--- config.mk ---
export PLATFORM = sky130hd
export DESIGN_NAME = fpa_zp_unload
export DESIGN_NICKNAME = d
export VERILOG_FILES = /design/src/rtl/fpa_zp_unload.sv
export SDC_FILE = /design/constraint.sdc
export NUM_CORES = 1
export LEC_CHECK = 0
export ABC_CLOCK_PERIOD_IN_PS = 2750
export CORE_ASPECT_RATIO = 1.4
export CORE_UTILIZATION = 45
export DETAILED_ROUTE_END_ITERATION = 8
export PLACE_DENSITY = 0.79
export SYNTH_ARGS = -nofsm -noshare
export SYNTH_HDL_FRONTEND = slang
export SYNTH_SLANG_ARGS = --single-unit
--- constraint.sdc ---
create_clock -name clk_sys -period 2.75 [get_ports clk_sys]
set_clock_uncertainty 0.15 [all_clocks]
set_input_delay 0.55 -clock clk_sys [delete_from_list [all_inputs] [get_ports clk_sys]]
set_output_delay 0.55 -clock clk_sys [all_outputs]
set_load 0.02 [all_outputs]
--- src/rtl/fpa_zp_unload.sv ---
// rtl/fpa_zp_unload.sv - ZP bus unload sequencer: steers F-PA ZP selects and streams captured words
module fpa_zp_unload (
    input  logic        clk_sys,
    input  logic        clr_,
    input  logic        start,
    input  logic [1:0]  fmt,
    input  logic        with_flags,
    input  logic        abort,
    input  logic [0:15] zp,
    output logic        zpa,
    output logic        zpb,
    output logic        _0_zp,
    output logic [0:15] out_w,
    output logic [1:0]  out_sel,
    output logic        out_valid,
    input  logic        out_ready,
    output logic        out_last,
    output logic        busy,
    output logic        done
);

    typedef enum logic [1:0] {
        S_IDLE = 2'd0,
        S_SEL  = 2'd1,
        S_HOLD = 2'd2,
        S_DONE = 2'd3
    } state_t;

    state_t      state, state_d;
    logic [1:0]  fmt_q;
    logic        wf_q;
    logic [1:0]  idx, idx_d;
    logic [1:0]  sel_q, sel_d;
    logic        zero_d;
    logic        latch, capture, drop;
    logic        is_last;
    logic [2:0]  n_start;

    // Data words use their own index as select code; anything past fmt is the flags word.
    function automatic logic [1:0] word_code(input logic [1:0] i, input logic [1:0] f);
        return (i < f) ? i : 2'b11;
    endfunction

    assign sel_q   = {zpb, zpa};
    assign n_start = {1'b0, fmt} + {2'b00, with_flags};
    assign is_last = (({1'b0, idx} + 3'd1) == ({1'b0, fmt_q} + {2'b00, wf_q}));
    assign busy    = (state != S_IDLE);
    assign done    = (state == S_DONE);

    always_comb begin
        state_d = state;
        idx_d   = idx;
        sel_d   = sel_q;
        zero_d  = _0_zp;
        latch   = 1'b0;
        capture = 1'b0;
        drop    = 1'b0;
        case (state)
            S_IDLE: begin
                if (start && !abort) begin
                    latch = 1'b1;
                    idx_d = 2'd0;
                    if (n_start == 3'd0) begin
                        state_d = S_DONE;
                    end else begin
                        state_d = S_SEL;
                        sel_d   = word_code(2'd0, fmt);
                        zero_d  = 1'b0;
                    end
                end
            end
            S_SEL: begin
                if (abort) begin
                    state_d = S_IDLE;
                    sel_d   = 2'b00;
                    zero_d  = 1'b1;
                    drop    = 1'b1;
                end else begin
                    capture = 1'b1;
                    state_d = S_HOLD;
                end
            end
            S_HOLD: begin
                if (abort) begin
                    state_d = S_IDLE;
                    sel_d   = 2'b00;
                    zero_d  = 1'b1;
                    drop    = 1'b1;
                end else if (out_valid && out_ready) begin
                    drop = 1'b1;
                    if (out_last) begin
                        state_d = S_DONE;
                        sel_d   = 2'b00;
                        zero_d  = 1'b1;
                    end else begin
                        state_d = S_SEL;
                        idx_d   = idx + 2'd1;
                        sel_d   = word_code(idx + 2'd1, fmt_q);
                    end
                end
            end
            S_DONE: begin
                state_d = S_IDLE;
                sel_d   = 2'b00;
                zero_d  = 1'b1;
                drop    = 1'b1;
            end
            default: begin
                state_d = S_IDLE;
                sel_d   = 2'b00;
                zero_d  = 1'b1;
                drop    = 1'b1;
            end
        endcase
    end

    always_ff @(posedge clk_sys or negedge clr_) begin
        if (!clr_) begin
            state     <= S_IDLE;
            idx       <= 2'd0;
            fmt_q     <= 2'd0;
            wf_q      <= 1'b0;
            zpa       <= 1'b0;
            zpb       <= 1'b0;
            _0_zp     <= 1'b1;
            out_w     <= '0;
            out_sel   <= 2'b00;
            out_valid <= 1'b0;
            out_last  <= 1'b0;
        end else begin
            state <= state_d;
            idx   <= idx_d;
            {zpb, zpa} <= sel_d;
            _0_zp <= zero_d;
            if (latch) begin
                fmt_q <= fmt;
                wf_q  <= with_flags;
            end
            if (capture) begin
                out_w     <= zp;
                out_sel   <= sel_q;
                out_valid <= 1'b1;
                out_last  <= is_last;
            end
            if (drop) begin
                out_valid <= 1'b0;
                out_last  <= 1'b0;
            end
        end
    end

endmodule

==> key figures, run 1 <==
Outcome
  – Status: finished clean

Worst setup path
  – Crit-path max FO: 10
  – Critical path class: flop to primary output
  – Setup crit start kind: flop
  – CP Data Arrival Time: 1790 ps
  – CP endpoint kind: primary output
  – Req. time, crit path: 2050 ps

Timing
  – RSZ-0062 raised after global routing: no
  – Minimum clock period after layout: 2490 ps
  – Fin. max-slew vios: 0
  – Hold WS: 353 ps
  – Final hold violation count: 0
  – Fmax: 401 MHz
  – Slew @ Worst Pin: ~370 ps
  – PnR worst setup slack: 257 ps
  – Slew Limit Headroom: 75.0%
  – Final period util: 90.7%
  – Final setup fails: 0
  – Setup TNS: 0 ps

Placement
  – Placed wire-length estimate: ~2.5 mm
  – Pre-CTS WS: 82.2 ps
  – Port-buffer cells: 48
  – RePlAce Congestion: 0.885

CTS
  – Root Buffer Master: clkbuf_8
  – Post-CTS Resized: 0
  – Reg clk slew, reported paths: ~60 ps
  – Clock buffer depth: 2
  – Post-CTS setup buffers: 0
  – CTS tree: yes
  – Worst-skew pair later-pin latency: between 200 and 300 ps
  – H-tree depth: 2
  – Cts bufs inserted: 5
  – CTS Hold Buffers Added: 0
  – CTS sink cnt: 30

Power and ir drop
  – Leak pwr: approximately 0.0009 uW
  – Internal: about 1300 uW
  – Tot Pwr: 1940 uW
  – Gate power share: between 40% and 50%
  – Reg power frac: approximately 37%
  – Net switching power: 671 uW
  – Clock Power Share: 18.7%
  – Switching share of total power: 34.5%
  – Worst VDD drop: 597 uV
  – Power Density: about 940 mW/mm^2

Floorplan
  – Die Wd: 50.0 um
  – Core area: 0.00309 mm^2
  – Rows: 24
  – Starting Density: 46.9%
  – Io pins: a little under 50
  – Die ar.: 0.00346 mm^2
  – Die height: 69.2 um

Synth
  – Yosys reg bits: 30
  – Syn_area_per_cell: 12.4 um^2
  – Mapped Area: about 0.0015 mm^2
  – Number of distinct library cells after synthesis: 36
  – Syn_nets: approximately 150
  – Warnings from Yosys: 0
  – Cell count after synthesis: 117
  – Seq/Total Area, Yosys: 51.8%

Detailed routing
  – WL per Instance: ~15 um
  – Iter 0 DRT Violations: 50
  – Residual DRC: 0
  – Via/cell ratio: 5.34
  – DRT Pass-1 Iters: 4
  – WL final: 3.23 mm
  – Routed Antenna Nets: 0
  – Vias: 1126

Global route
  – Vias in the first global route: 1234
  – Largest net degree at the start of global routing: 31
  – Global-route wire length before repair: ~5.6 mm
  – Antenna violations before repair: 0
  – Total Routing Usage GR: 21.9%
  – Grt ovf: 0

Finish
  – Antenna cells: 0
  – Fin util: 67.2%
  – Post-layout nets: approximately 200
  – Layout area overhead: 43.1%
  – Share of cells above drive strength 1: 23.3%

Min path
  – Hold crit path type: flop to flop

Run
  – Max cap viols: 0
## cell families after synthesis
group	Yosys count	synth area share, %
flip-flops	30	51.8
AND/OR/NAND/NOR	28	12.1
adder cells (fa/ha/maj)	6	5.17
XOR/XNOR	3	1.81
multiplexers	24	18.5
AO/OA/AOI/OAI	17	7.50
buffers and inverters	9	3.10
## final cells by class
type	count	area [um^2]
Fill cell	232	1020
Sequential cell	30	752
Multi-Input combinational cell	78	659
Timing Repair Buffer	52	510
Clock buffer	7	86.3
Tap cell	39	48.8
Inverter	4	15.0
Clock inverter	1	5.00
## through the flow
step | cells | area [um^2]
CTS | 211 | 2080
global placement | 203 | 1990
global route | 211 | 2080
floorplan | 117 | 1450
finish | 211 | 2080
detailed placement | 203 | 1990
## cell usage after synthesis
cell type  count  area share, %
ha_1           6            5.2
dfstp_2        1            1.8
buf_2          3            1.0
or4b_2         1           0.69
a21o_1         1           0.52
o2bb2ai_1      1           0.60
dfrtp_1       29             50
buf_6          1           0.78
nor2b_1        3            1.3
a21boi_0       1           0.52
nand3_1        5            1.7
clkbuf_1       1           0.26
a311oi_1       1           0.60
mux2_2        23             18
mux2i_1        1           0.69
nand2_1        4            1.0
a211oi_1       1           0.52
or3b_1         1           0.60
a21oi_1        3            1.0
or4_4          1           0.78
a31oi_1        1           0.43
nor3_1         3            1.0
and2_1         1           0.43
xor2_1         2            1.2
xnor2_1        1           0.60
inv_1          4            1.0
a31o_1         1           0.60
nand2b_4       1           0.95
nand2b_1       1           0.43
and2b_1        1           0.52
and3_4         1           0.78
o32ai_1        1           0.60
nor2_1         3           0.78
o21ai_0        5            1.7
nor3b_1        2            1.0
o21ai_1        1           0.34
## final timing paths
check	start	to	slack, ps	depth (start not counted)
max	state[0]	busy	260	3
min	out_w[7]	out_w[7]	350	1
max reg2reg	idx[0]	zpa	670	6
min reg2reg	out_w[7]	out_w[7]	350	1
max in group asynchronous	clr_	_0_zp	1640	2
min in group asynchronous	clr_	out_w[4]	500	2
## sequential cells by signal, indices dropped and copies added, names as in the netlist
register / cells
zpa: 1
fmt_q: 2
idx: 2
out_w: 16
out_last: 1
state: 2
zpb: 1
_0_zp: 1
wf_q: 1
out_valid: 1
out_sel: 2
## power by group through the flow
stage / sequential, uW / clock, uW / combinational, uW
finish: 723 / 363 / 859
global route: 748 / 396 / 921
CTS: 723 / 374 / 869
detailed placement: 729 / 0 / 865
global placement: 719 / 0 / 843
floorplan: 884 / 0 / 289
## cell usage in the layout (no fill, tap or decap), drive strengths merged, types with 2 or more instances in the layout
cell            n
clkdlybuf4s50  48
dfrtp          29
mux2           23
clkbuf          7
ha              6
o21ai           6
nand3           5
inv             4
nand2           4
buf             4
nor2            3
nor2b           3
a21oi           3
nor3            3
xor2            2
nor3b           2
nand2b          2
## critical path, stage by stage, from the launching register on
cell,delay (ps)
dfrtp_1,480
nor2_1,350
inv_1,110
clkdlybuf4s50_1,570
## routing by layer
layer  vias up  routed length [um]  track usage [%]
li1        526                   -                -
met1       546                1230             23.3
met2        41                1730             36.4
met3        13                 178             8.33
met4         0                  97             11.4
met5         -                   0                0
(Power assumes the default switching activity.)
==> run 2, diff against run 1 <==
--- a/config.mk
+++ b/config.mk
@@ -10,6 +10,7 @@
 export CORE_UTILIZATION = 45
 export DETAILED_ROUTE_END_ITERATION = 8
 export PLACE_DENSITY = 0.79
+export SKIP_LAST_GASP = 1
 export SYNTH_ARGS = -nofsm -noshare
 export SYNTH_HDL_FRONTEND = slang
 export SYNTH_SLANG_ARGS = --single-unit
==> results of run 2 <==
No change in the layout: final DEF, timing and power equal those of run 1.
